**src/rtl/spec_rangebin_seq_pkg.sv**
```systemverilog
`default_nettype none
// ============================================================================
// Package : spec_rangebin_seq_pkg
// Brief   : Shared sizes and FSM state type for the range-bin sequencer.
// Rev     : 1.0  initial release
// ============================================================================
package spec_rangebin_seq_pkg;
    localparam int FFT_LEN  = 1024;
    localparam int IDX_W    = 10;
    localparam int RB_W     = 5;
    localparam int PIPE_LAT = 4;
    localparam int PWR_W    = 32;
    localparam int SMP_W    = 16;

    typedef enum logic [1:0] {
        ST_IDLE       = 2'd0,
        ST_WAIT_FRAME = 2'd1,
        ST_STREAM     = 2'd2,
        ST_DRAIN      = 2'd3
    } seq_state_t;
endpackage
`default_nettype wire

```
**src/rtl/spec_rangebin_seq_power_pipe.sv**
```systemverilog
`default_nettype none
// ============================================================================
// Module : spec_power_pipe
// Brief  : 4-stage re^2 + im^2 unit with delay-matched valid/index sideband.
// Rev    : 1.0  initial release
// ============================================================================
module spec_power_pipe
    import spec_rangebin_seq_pkg::*;
(
    input  logic                    clk,
    input  logic                    rst,
    input  logic                    flush,
    input  logic                    in_valid,
    input  logic [IDX_W-1:0]        in_index,
    input  logic signed [SMP_W-1:0] in_re,
    input  logic signed [SMP_W-1:0] in_im,
    output logic                    out_valid,
    output logic [IDX_W-1:0]        out_index,
    output logic [PWR_W-1:0]        out_power
);
    logic                    r_s1_vld_q, w_s1_vld_d;
    logic [IDX_W-1:0]        r_s1_idx_q, w_s1_idx_d;
    logic signed [SMP_W-1:0] r_s1_re_q, w_s1_re_d, r_s1_im_q, w_s1_im_d;
    logic                    r_s2_vld_q, w_s2_vld_d;
    logic [IDX_W-1:0]        r_s2_idx_q, w_s2_idx_d;
    logic [PWR_W-1:0]        r_s2_re2_q, w_s2_re2_d, r_s2_im2_q, w_s2_im2_d;
    logic                    r_s3_vld_q, w_s3_vld_d;
    logic [IDX_W-1:0]        r_s3_idx_q, w_s3_idx_d;
    logic [PWR_W-1:0]        r_s3_pwr_q, w_s3_pwr_d;
    logic                    r_s4_vld_q, w_s4_vld_d;
    logic [IDX_W-1:0]        r_s4_idx_q, w_s4_idx_d;
    logic [PWR_W-1:0]        r_s4_pwr_q, w_s4_pwr_d;
    logic signed [PWR_W-1:0] w_re_ext, w_im_ext;

    // Squares of 16-bit signed values fit in 31 bits, so their sum never wraps.
    always_comb begin
        w_re_ext   = PWR_W'(r_s1_re_q);
        w_im_ext   = PWR_W'(r_s1_im_q);
        w_s1_vld_d = in_valid & ~flush;
        w_s1_idx_d = in_valid ? in_index : r_s1_idx_q;
        w_s1_re_d  = in_valid ? in_re : r_s1_re_q;
        w_s1_im_d  = in_valid ? in_im : r_s1_im_q;
        w_s2_vld_d = r_s1_vld_q & ~flush;
        w_s2_idx_d = r_s1_vld_q ? r_s1_idx_q : r_s2_idx_q;
        w_s2_re2_d = r_s1_vld_q ? $unsigned(w_re_ext * w_re_ext) : r_s2_re2_q;
        w_s2_im2_d = r_s1_vld_q ? $unsigned(w_im_ext * w_im_ext) : r_s2_im2_q;
        w_s3_vld_d = r_s2_vld_q & ~flush;
        w_s3_idx_d = r_s2_vld_q ? r_s2_idx_q : r_s3_idx_q;
        w_s3_pwr_d = r_s2_vld_q ? (r_s2_re2_q + r_s2_im2_q) : r_s3_pwr_q;
        w_s4_vld_d = r_s3_vld_q & ~flush;
        w_s4_idx_d = r_s3_vld_q ? r_s3_idx_q : r_s4_idx_q;
        w_s4_pwr_d = r_s3_vld_q ? r_s3_pwr_q : r_s4_pwr_q;
    end

    always_ff @(posedge clk) begin
        if (rst) begin
            r_s1_vld_q <= 1'b0; r_s1_idx_q <= '0; r_s1_re_q  <= '0; r_s1_im_q  <= '0;
            r_s2_vld_q <= 1'b0; r_s2_idx_q <= '0; r_s2_re2_q <= '0; r_s2_im2_q <= '0;
            r_s3_vld_q <= 1'b0; r_s3_idx_q <= '0; r_s3_pwr_q <= '0;
            r_s4_vld_q <= 1'b0; r_s4_idx_q <= '0; r_s4_pwr_q <= '0;
        end else begin
            r_s1_vld_q <= w_s1_vld_d; r_s1_idx_q <= w_s1_idx_d;
            r_s1_re_q  <= w_s1_re_d;  r_s1_im_q  <= w_s1_im_d;
            r_s2_vld_q <= w_s2_vld_d; r_s2_idx_q <= w_s2_idx_d;
            r_s2_re2_q <= w_s2_re2_d; r_s2_im2_q <= w_s2_im2_d;
            r_s3_vld_q <= w_s3_vld_d; r_s3_idx_q <= w_s3_idx_d; r_s3_pwr_q <= w_s3_pwr_d;
            r_s4_vld_q <= w_s4_vld_d; r_s4_idx_q <= w_s4_idx_d; r_s4_pwr_q <= w_s4_pwr_d;
        end
    end

    assign out_valid = r_s4_vld_q;
    assign out_index = r_s4_idx_q;
    assign out_power = r_s4_pwr_q;
endmodule
`default_nettype wire

```
**src/rtl/spec_rangebin_seq.sv**
```systemverilog
`default_nettype none
// ============================================================================
// Module : spec_rangebin_seq
// Brief  : Per-shot range-bin sequencer framing FFT unload into power samples.
// Rev    : 1.0  initial release
// ============================================================================
module spec_rangebin_seq
    import spec_rangebin_seq_pkg::*;
(
    input  logic                    clk,
    input  logic                    rst,
    input  logic                    trig_start,
    input  logic [RB_W-1:0]         RangeBin_Num,
    input  logic                    fft_dv,
    input  logic [IDX_W-1:0]        fft_xk_index,
    input  logic signed [SMP_W-1:0] fft_xk_re,
    input  logic signed [SMP_W-1:0] fft_xk_im,
    output logic [IDX_W-1:0]        xk_index_reg1,
    output logic [IDX_W-1:0]        data_index,
    output logic                    data_valid_out,
    output logic [PWR_W-1:0]        spec_data_out,
    output logic [RB_W-1:0]         RangeBin_Counter,
    output logic                    seq_busy,
    output logic                    seq_done,
    output logic                    index_err,
    output logic                    overlap_err
);
    localparam int DRAIN_W = $clog2(PIPE_LAT);

    seq_state_t         r_state_q, w_state_d;
    logic [IDX_W-1:0]   r_exp_idx_q, w_exp_idx_d;
    logic [IDX_W-1:0]   r_xk_idx_q, w_xk_idx_d;
    logic [DRAIN_W-1:0] r_drain_q, w_drain_d;
    logic [RB_W-1:0]    r_rb_q, w_rb_d, w_rb_eff;
    logic               r_idx_err_q, w_idx_err_d;
    logic               r_ovl_err_q, w_ovl_err_d;
    logic               r_done_q, w_done_d;
    logic               w_accept, w_flush;

    always_comb begin
        w_state_d   = r_state_q;
        w_exp_idx_d = r_exp_idx_q;
        w_xk_idx_d  = fft_xk_index;
        w_drain_d   = r_drain_q;
        w_rb_d      = r_rb_q;
        w_idx_err_d = r_idx_err_q;
        w_ovl_err_d = r_ovl_err_q;
        w_done_d    = 1'b0;
        w_accept    = 1'b0;
        w_flush     = 1'b0;
        w_rb_eff    = (RangeBin_Num == '0) ? RB_W'(1) : RangeBin_Num;

        // A trigger always wins: it restarts the shot from any state.
        if (trig_start) begin
            w_state_d   = ST_WAIT_FRAME;
            w_rb_d      = RB_W'(1);
            w_idx_err_d = 1'b0;
            w_ovl_err_d = 1'b0;
            w_drain_d   = '0;
            w_flush     = 1'b1;
        end else begin
            case (r_state_q)
                ST_WAIT_FRAME: begin
                    if (fft_dv) begin
                        if (fft_xk_index == '0) begin
                            w_accept    = 1'b1;
                            w_exp_idx_d = IDX_W'(1);
                            w_state_d   = ST_STREAM;
                        end else begin
                            w_idx_err_d = 1'b1;
                        end
                    end
                end
                ST_STREAM: begin
                    if (fft_dv) begin
                        w_accept    = 1'b1;
                        w_exp_idx_d = r_exp_idx_q + IDX_W'(1);
                        if (fft_xk_index != r_exp_idx_q) begin
                            w_idx_err_d = 1'b1;
                        end
                        if (fft_xk_index == IDX_W'(FFT_LEN - 1)) begin
                            w_state_d = ST_DRAIN;
                            w_drain_d = '0;
                        end
                    end
                end
                ST_DRAIN: begin
                    w_drain_d = r_drain_q + DRAIN_W'(1);
                    if (fft_dv) begin
                        w_ovl_err_d = 1'b1;
                    end
                    // seq_done lines up with the last power sample leaving the pipe;
                    // the counter only moves once that sample has been written.
                    if (r_drain_q == DRAIN_W'(PIPE_LAT - 2) && r_rb_q >= w_rb_eff) begin
                        w_done_d = 1'b1;
                    end
                    if (r_drain_q == DRAIN_W'(PIPE_LAT - 1)) begin
                        if (r_done_q) begin
                            w_state_d = ST_IDLE;
                        end else begin
                            w_rb_d    = r_rb_q + RB_W'(1);
                            w_state_d = ST_WAIT_FRAME;
                        end
                    end
                end
                default: ;
            endcase
        end
    end

    always_ff @(posedge clk) begin
        if (rst) begin
            r_state_q   <= ST_IDLE;
            r_exp_idx_q <= '0;
            r_xk_idx_q  <= '0;
            r_drain_q   <= '0;
            r_rb_q      <= '0;
            r_idx_err_q <= 1'b0;
            r_ovl_err_q <= 1'b0;
            r_done_q    <= 1'b0;
        end else begin
            r_state_q   <= w_state_d;
            r_exp_idx_q <= w_exp_idx_d;
            r_xk_idx_q  <= w_xk_idx_d;
            r_drain_q   <= w_drain_d;
            r_rb_q      <= w_rb_d;
            r_idx_err_q <= w_idx_err_d;
            r_ovl_err_q <= w_ovl_err_d;
            r_done_q    <= w_done_d;
        end
    end

    spec_power_pipe u_power_pipe (
        .clk       (clk),
        .rst       (rst),
        .flush     (w_flush),
        .in_valid  (w_accept),
        .in_index  (fft_xk_index),
        .in_re     (fft_xk_re),
        .in_im     (fft_xk_im),
        .out_valid (data_valid_out),
        .out_index (data_index),
        .out_power (spec_data_out)
    );

    assign xk_index_reg1    = r_xk_idx_q;
    assign RangeBin_Counter = r_rb_q;
    assign seq_busy         = (r_state_q != ST_IDLE);
    assign seq_done         = r_done_q;
    assign index_err        = r_idx_err_q;
    assign overlap_err      = r_ovl_err_q;
endmodule
`default_nettype wire

```
**config.mk**
```make
export PLATFORM = sky130hd
export DESIGN_NAME = spec_rangebin_seq
export DESIGN_NICKNAME = d
export VERILOG_FILES = /design/src/rtl/spec_rangebin_seq_pkg.sv /design/src/rtl/spec_rangebin_seq_power_pipe.sv /design/src/rtl/spec_rangebin_seq.sv
export SDC_FILE = /design/constraint.sdc
export NUM_CORES = 2
export LEC_CHECK = 0
export CORE_UTILIZATION = 65
export DETAILED_ROUTE_END_ITERATION = 8
export GPL_TIMING_DRIVEN = 0
export PLACE_DENSITY_LB_ADDON = 0.2
export SKIP_CTS_REPAIR_TIMING = 1
export SLEW_MARGIN = 25
export SYNTH_ARGS = -nofsm -noshare
export SYNTH_HDL_FRONTEND = slang
export SYNTH_SLANG_ARGS = --single-unit
```
**constraint.sdc**
```tcl
create_clock -name clk -period 10.45 [get_ports clk]
set_clock_uncertainty 0.1 [all_clocks]
set_input_delay 2.09 -clock clk [delete_from_list [all_inputs] [get_ports clk]]
set_output_delay 2.09 -clock clk [all_outputs]
set_load 0.005 [all_outputs]
```
### Word level (Yosys, flattened, before mapping)

Index checks and enable logic that the tools add are counted.

* output and inout port bits: 62
* bits in registers: 236
* input bits: 51
* word-level logic and storage cells: 111

* mux-type cells: 32
* magnitude comparators: 1
* add/sub/neg operators: 4
* multiply operators: 2
* eq/ne operators: 20
* bitwise gates (word level): 8
* reductions and logical operators: 20

Operators with widths (count)
* $mul 16x16->32: 2
* $add 32x32->32: 1
* $mux 10: 3
* $pmux 10 s2: 1
* $mux 1: 16
* $ne 2x2->1 const B: 8
* $ne 3x3->1 const B: 5
* $mux 2: 7
* $reduce_and 6->1: 2
* $add 10x1->10 const B: 1
* $eq 10x10->1 const B: 1
* $logic_not 10->1: 1
* $ne 10x10->1: 1
* $reduce_and 5->1: 2
* $reduce_bool 2->1: 5
* $reduce_and 3->1: 3
* $eq 2x2->1 const B: 4
* $pmux 2 s3: 1
* $add 5x1->5 const B: 1
* $ge 5x5->1: 1
* $logic_not 5->1: 1
* $mux 5: 1
* $and 1x1->1: 4
* $not 1->1: 4
* other kinds (10): 11

### Logic depth before layout (Yosys ltp)

* depth in word-level cells: 6
* depth in mapped cells: 26
* mapped depth without buffers: 25

### Modules after synthesis

Synthesis repeated with hierarchy kept, for this count alone.

* cell total of the unflattened synthesis: 3084
* area total of the unflattened synthesis: 28118.2 sq um

Modules (own cells, without submodules)
* spec_power_pipe: sequential area each 4043.9 sq um, area an instance 26292.7 sq um, cells each 2888, times used 1
* spec_rangebin_seq: sequential area each 640.6 sq um, area an instance 1825.5 sq um, cells each 196, times used 1

### Worst setup path before layout

Ideal clock, no wire load.

* path type: register to register
* start point: reg u_power_pipe.r_s1_im_q[6]
* end point: reg u_power_pipe.r_s2_im2_q[25]
* period minus slack after synthesis: 6.302 ns
* setup time: 0.142 ns
* stages on the path, launching flop included: 24
* slack: 4.148 ns
* arrival time: 6.060 ns
* path buffers: 2
* data required time: 10.208 ns
* path through: dfxtp_1 -> clkbuf_1 -> clkbuf_1 -> nand2_1 -> fa_1 -> inv_1 -> fa_1 -> fa_1 -> fa_1 -> fa_1 -> inv_1 -> fa_1 -> inv_1 -> ha_1 -> a21o_1 -> a21oi_1 -> nand2b_1 -> o311ai_1 -> o21ai_1 -> a21oi_1 -> nor2b_1 -> o21a_1 -> o31ai_1 -> o32ai_1

* cells in the longest elaborated chain, start to end: 1

Ends and longest elaborated chain
* start, declared: line spec_rangebin_seq_power_pipe.sv:23 `logic signed [SMP_W-1:0] r_s1_re_q, w_s1_re_d, r_s1_im_q, w_s1_im_d;`
* start signal, assigned: line spec_rangebin_seq_power_pipe.sv:63 `r_s1_re_q <= w_s1_re_d; r_s1_im_q <= w_s1_im_d;`
* $mul 16x16->32: line spec_rangebin_seq_power_pipe.sv:46 `w_s2_im2_d = r_s1_vld_q ? $unsigned(w_im_ext * w_im_ext) : r_s2_im2_q;`
* end signal, assigned: line spec_rangebin_seq_power_pipe.sv:65 `r_s2_re2_q <= w_s2_re2_d; r_s2_im2_q <= w_s2_im2_d;`
* end, declared: line spec_rangebin_seq_power_pipe.sv:26 `logic [PWR_W-1:0] r_s2_re2_q, w_s2_re2_d, r_s2_im2_q, w_s2_im2_d;`

Every way passes these cells.
A chain may end at the register's enable or synchronous reset.

### Final worst setup path

* start point: reg u_power_pipe.r_s1_im_q[6]
* end point: reg u_power_pipe.r_s2_im2_q[30]

The elaborated chain is that of the path after synthesis.

==> results.ini <==
[final_layout]
final_nets = 3891
drive_above_1_share_pct = 2.94
final_area_sq_mm = 0.0303
diodes = 0
finalNonFillerCells = 3706
utilization_pct = 72.3
layout.area.seq_sq_mm = 0.00468
synthToLayoutAreaGrowth_pct = 9.83
multi_input_area_sq_mm = 0.0200
fillers = 3225

[route]
routed.top_layer = met4
ant_nets = 0
via_count = 20623
drt-pass1-iter-count = 5
drt-wirelength-per-cell_um = 18.4
m1WireLength_mm = 26.9
routed_via_density = 5.56
drt-initial-drc-count = 1374
drc_errors = 0
wl_met3_mm = 4.11
wl_met2_mm = 34.9
finalWirelength_mm = 68.3

[placement]
hpwl_mm = 57.1
dp_cells = 3656
io_buffers = 112
dpl_cell_area_sq_mm = 0.0293
finalWeightedCongestion = 0.936

[yosys]
syn-cell-area_sq_mm = 0.0275
synthFlopType = dfxtp_1
ys_seq_area_share_pct = 17.0
yosysTopAreaCell = fa_1
syn_avg_cell_area_sq_um = 9.17
synth_top_area_share_pct = 34.0
ys_async_sr_fraction_pct = 0
syn_nets = 3750
yosys_warnings = 0
synth_cell_types = 75
synthCells = 3005
netlist_top_cells_area = fa_1, dfxtp_1, ha_1
synth_edf_count = 0
synth-seq-cells = 234

[global_route]
grt_pass1_wl_mm = 113
grt_remaining_overflow = 0
grtUsageTotal_pct = 33.0
antenna_found_initial = 0
grt_pass1_vias = 22186
grt_start_max_net_pins = 15

[clocking]
cts_tree = built
htree_num_levels = 1
clk_latency_ns = 0.57
numCtsBuffers = 27
clk_path_buf_depth = 3
cts_num_sinks = 234
cts_root_buf = clkbuf_16
clk_pin_slew_worst_paths_ns = 0.06

[critical_path]
start_kind = register
cp.arrival_ns = 8.34
r2r-start = u_power_pipe.r_s1_im_q[6]$_SDFFE_PP0P_
critical_path_class = register to register
cpPeakStageDelay_ns = 0.85
timing.rr.end = u_power_pipe.r_s2_im2_q[30]$_SDFFE_PP0P_
worst-path-max-fanout = 10
worstPathCellList = clkbuf_1 -> clkbuf_1 -> nand2_1 -> fa_1 -> inv_1 -> fa_1 -> fa_1 -> fa_1 -> fa_1 -> inv_1 -> fa_1 -> inv_1 -> ha_1 -> a21o_1 -> a21oi_1 -> nor2b_1 -> nand2_1 -> or3_1 -> nand2_1 -> o31ai_1 -> o41ai_1 -> o221ai_1
crit_top_cell = fa_1
worst_path_max_delay_cell = o41ai_1
critPathCaptureType = register
worstPathRequired_ns = 10.73
rr_worst_depth = 22
r2r_slack_ns = 2.39

[timing]
relSlewSlack_pct = 28.0
grt_setup_unrepaired = no
clock.fmax_ghz = 0.124
setup_tns_ns = 0
min_period_ns = 8.06
drv_slew = 0
hold_viol_final = 0
tightest_slew_ns = 1.08
period_share_pct = 77.1
setup_viol = 0

[worst_hold_path]
min_from = u_power_pipe.r_s1_idx_q[4]$_SDFFE_PP0P_
whs_path_depth = 2
worstHoldPathType = register to register
whs_endpoint = u_power_pipe.r_s1_idx_q[4]$_SDFFE_PP0P_

[pwr]
leakagePower_nw = 15.1
power.density_mw_per_mm2 = 64.4
ir_drop_uv = 120

[floorplan]
dieArea_sq_mm = 0.0432
rows = 75
dieHeight_um = 208
io-pin-count = 113
die_w_um = 208
floorplan.initialDensity_pct = 65.8
core_sq_mm = 0.0419

[job]
drv_cap = 0

[status]
status = finished clean

-- sequential cells by signal (all words and copies together) (netlist names), 2 cells and up --
| register | cells |
|---|---|
| RangeBin_Counter | 5 |
| r_drain_q | 2 |
| r_exp_idx_q | 10 |
| r_state_q | 2 |
| u_power_pipe.out_index | 10 |
| u_power_pipe.out_power | 32 |
| u_power_pipe.r_s1_idx_q | 10 |
| u_power_pipe.r_s1_im_q | 16 |
| u_power_pipe.r_s1_re_q | 16 |
| u_power_pipe.r_s2_idx_q | 10 |
| u_power_pipe.r_s2_im2_q | 31 |
| u_power_pipe.r_s2_re2_q | 31 |
| u_power_pipe.r_s3_idx_q | 10 |
| u_power_pipe.r_s3_pwr_q | 32 |
| xk_index_reg1 | 10 |
-- cells by family after synthesis --
family	synth area share, %
compound gates	7.32
xor+xnor	4.17
simple gates	12.3
flops	17.0
buf+inv	10.4
mux	4.55
fa+ha+maj	44.3
-- placed cells by master (no fill, tap or decap), types with 41 or more instances in the layout --
master / n
a21o_1: 41
a21oi_1: 111
nand2_1: 276
xor2_1: 44
and2_1: 70
nor2_1: 257
inv_1: 658
clkbuf_1: 87
fa_1: 468
mux2i_1: 124
xnor2_1: 87
ha_1: 226
dfxtp_1: 234
clkdlybuf4s50_1: 112
-- synth_stat cells, types with 11 or more instances --
master,n
a211oi_1,12
o21a_1,16
fa_1,468
xnor2_1,87
nor2b_1,21
clkbuf_1,87
a21oi_1,111
o21bai_1,11
mux2i_1,124
nor2_1,257
xor2_1,44
nand2b_1,25
dfxtp_1,234
and2_1,70
a31o_2,11
nand2_1,276
ha_1,226
a21o_1,41
nor3_1,18
inv_1,658
nand3_1,30
buf_1,12
a31oi_1,12
o21ai_0,31
-- metrics by stage --
stage               total power [mW]  hold WS (ns)  worst slack [ns]
global placement                1.01         0.343              2.65
floorplan                      0.966         0.325              4.15
global route                    2.00         0.385              2.18
CTS                             1.96         0.359              2.47
finish                          1.95         0.357              2.39
detailed placement              1.02         0.349              2.52
-- power by group --
group	internal [mW]	leakage, nW	switching, mW
logic	0.0414	12.7	0.0574
clock network	0.538	0.451	0.411
registers	0.897	1.89	0.00471
-- worst max-delay path: cells and delay by family, from the launching register on --
family	cells	cell delay [ns]
AO/OA/AOI/OAI	5	1.82
adder cells (fa/ha/maj)	7	3.40
buffers and inverters	5	1.16
flip-flops	1	0.36
AND/OR/NAND/NOR	5	1.05
-- worst max-delay path by stage --
stage | startpoint | end | slack (ns)
3_5_place_dp | u_power_pipe.r_s1_im_q[6]$_SDFFE_PP0P_ | u_power_pipe.r_s2_im2_q[30]$_SDFFE_PP0P_ | 2.52
3_3_place_gp | u_power_pipe.r_s1_im_q[6]$_SDFFE_PP0P_ | u_power_pipe.r_s2_im2_q[30]$_SDFFE_PP0P_ | 2.65
4_1_cts | u_power_pipe.r_s1_im_q[6]$_SDFFE_PP0P_ | u_power_pipe.r_s2_im2_q[30]$_SDFFE_PP0P_ | 2.47
2_1_floorplan | u_power_pipe.r_s1_im_q[6]$_SDFFE_PP0P_ | u_power_pipe.r_s2_im2_q[25]$_SDFFE_PP0P_ | 4.15
6_report | u_power_pipe.r_s1_im_q[6]$_SDFFE_PP0P_ | u_power_pipe.r_s2_im2_q[30]$_SDFFE_PP0P_ | 2.39
5_1_grt | u_power_pipe.r_s1_im_q[6]$_SDFFE_PP0P_ | u_power_pipe.r_s2_im2_q[30]$_SDFFE_PP0P_ | 2.18
-- final cells by class --
class	instances	area share (%)
multi-input combinational	2010	66.1
sequential	234	15.5
inverter	660	8.19
timing repair buffer	112	3.71
clock buffer	31	2.42
tap	539	2.23
buffer	101	1.27
clock inverter	19	0.567
-- per-layer routing --
metal  vias to the layer above  GRT usage (%)
met1                     10353           42.0
met2                       635           58.6
met3                       134           3.99
met4                         0           10.3
met5                         -              0
li1                       9501              -
No activity file was read; power rests on OpenSTA's default activity.
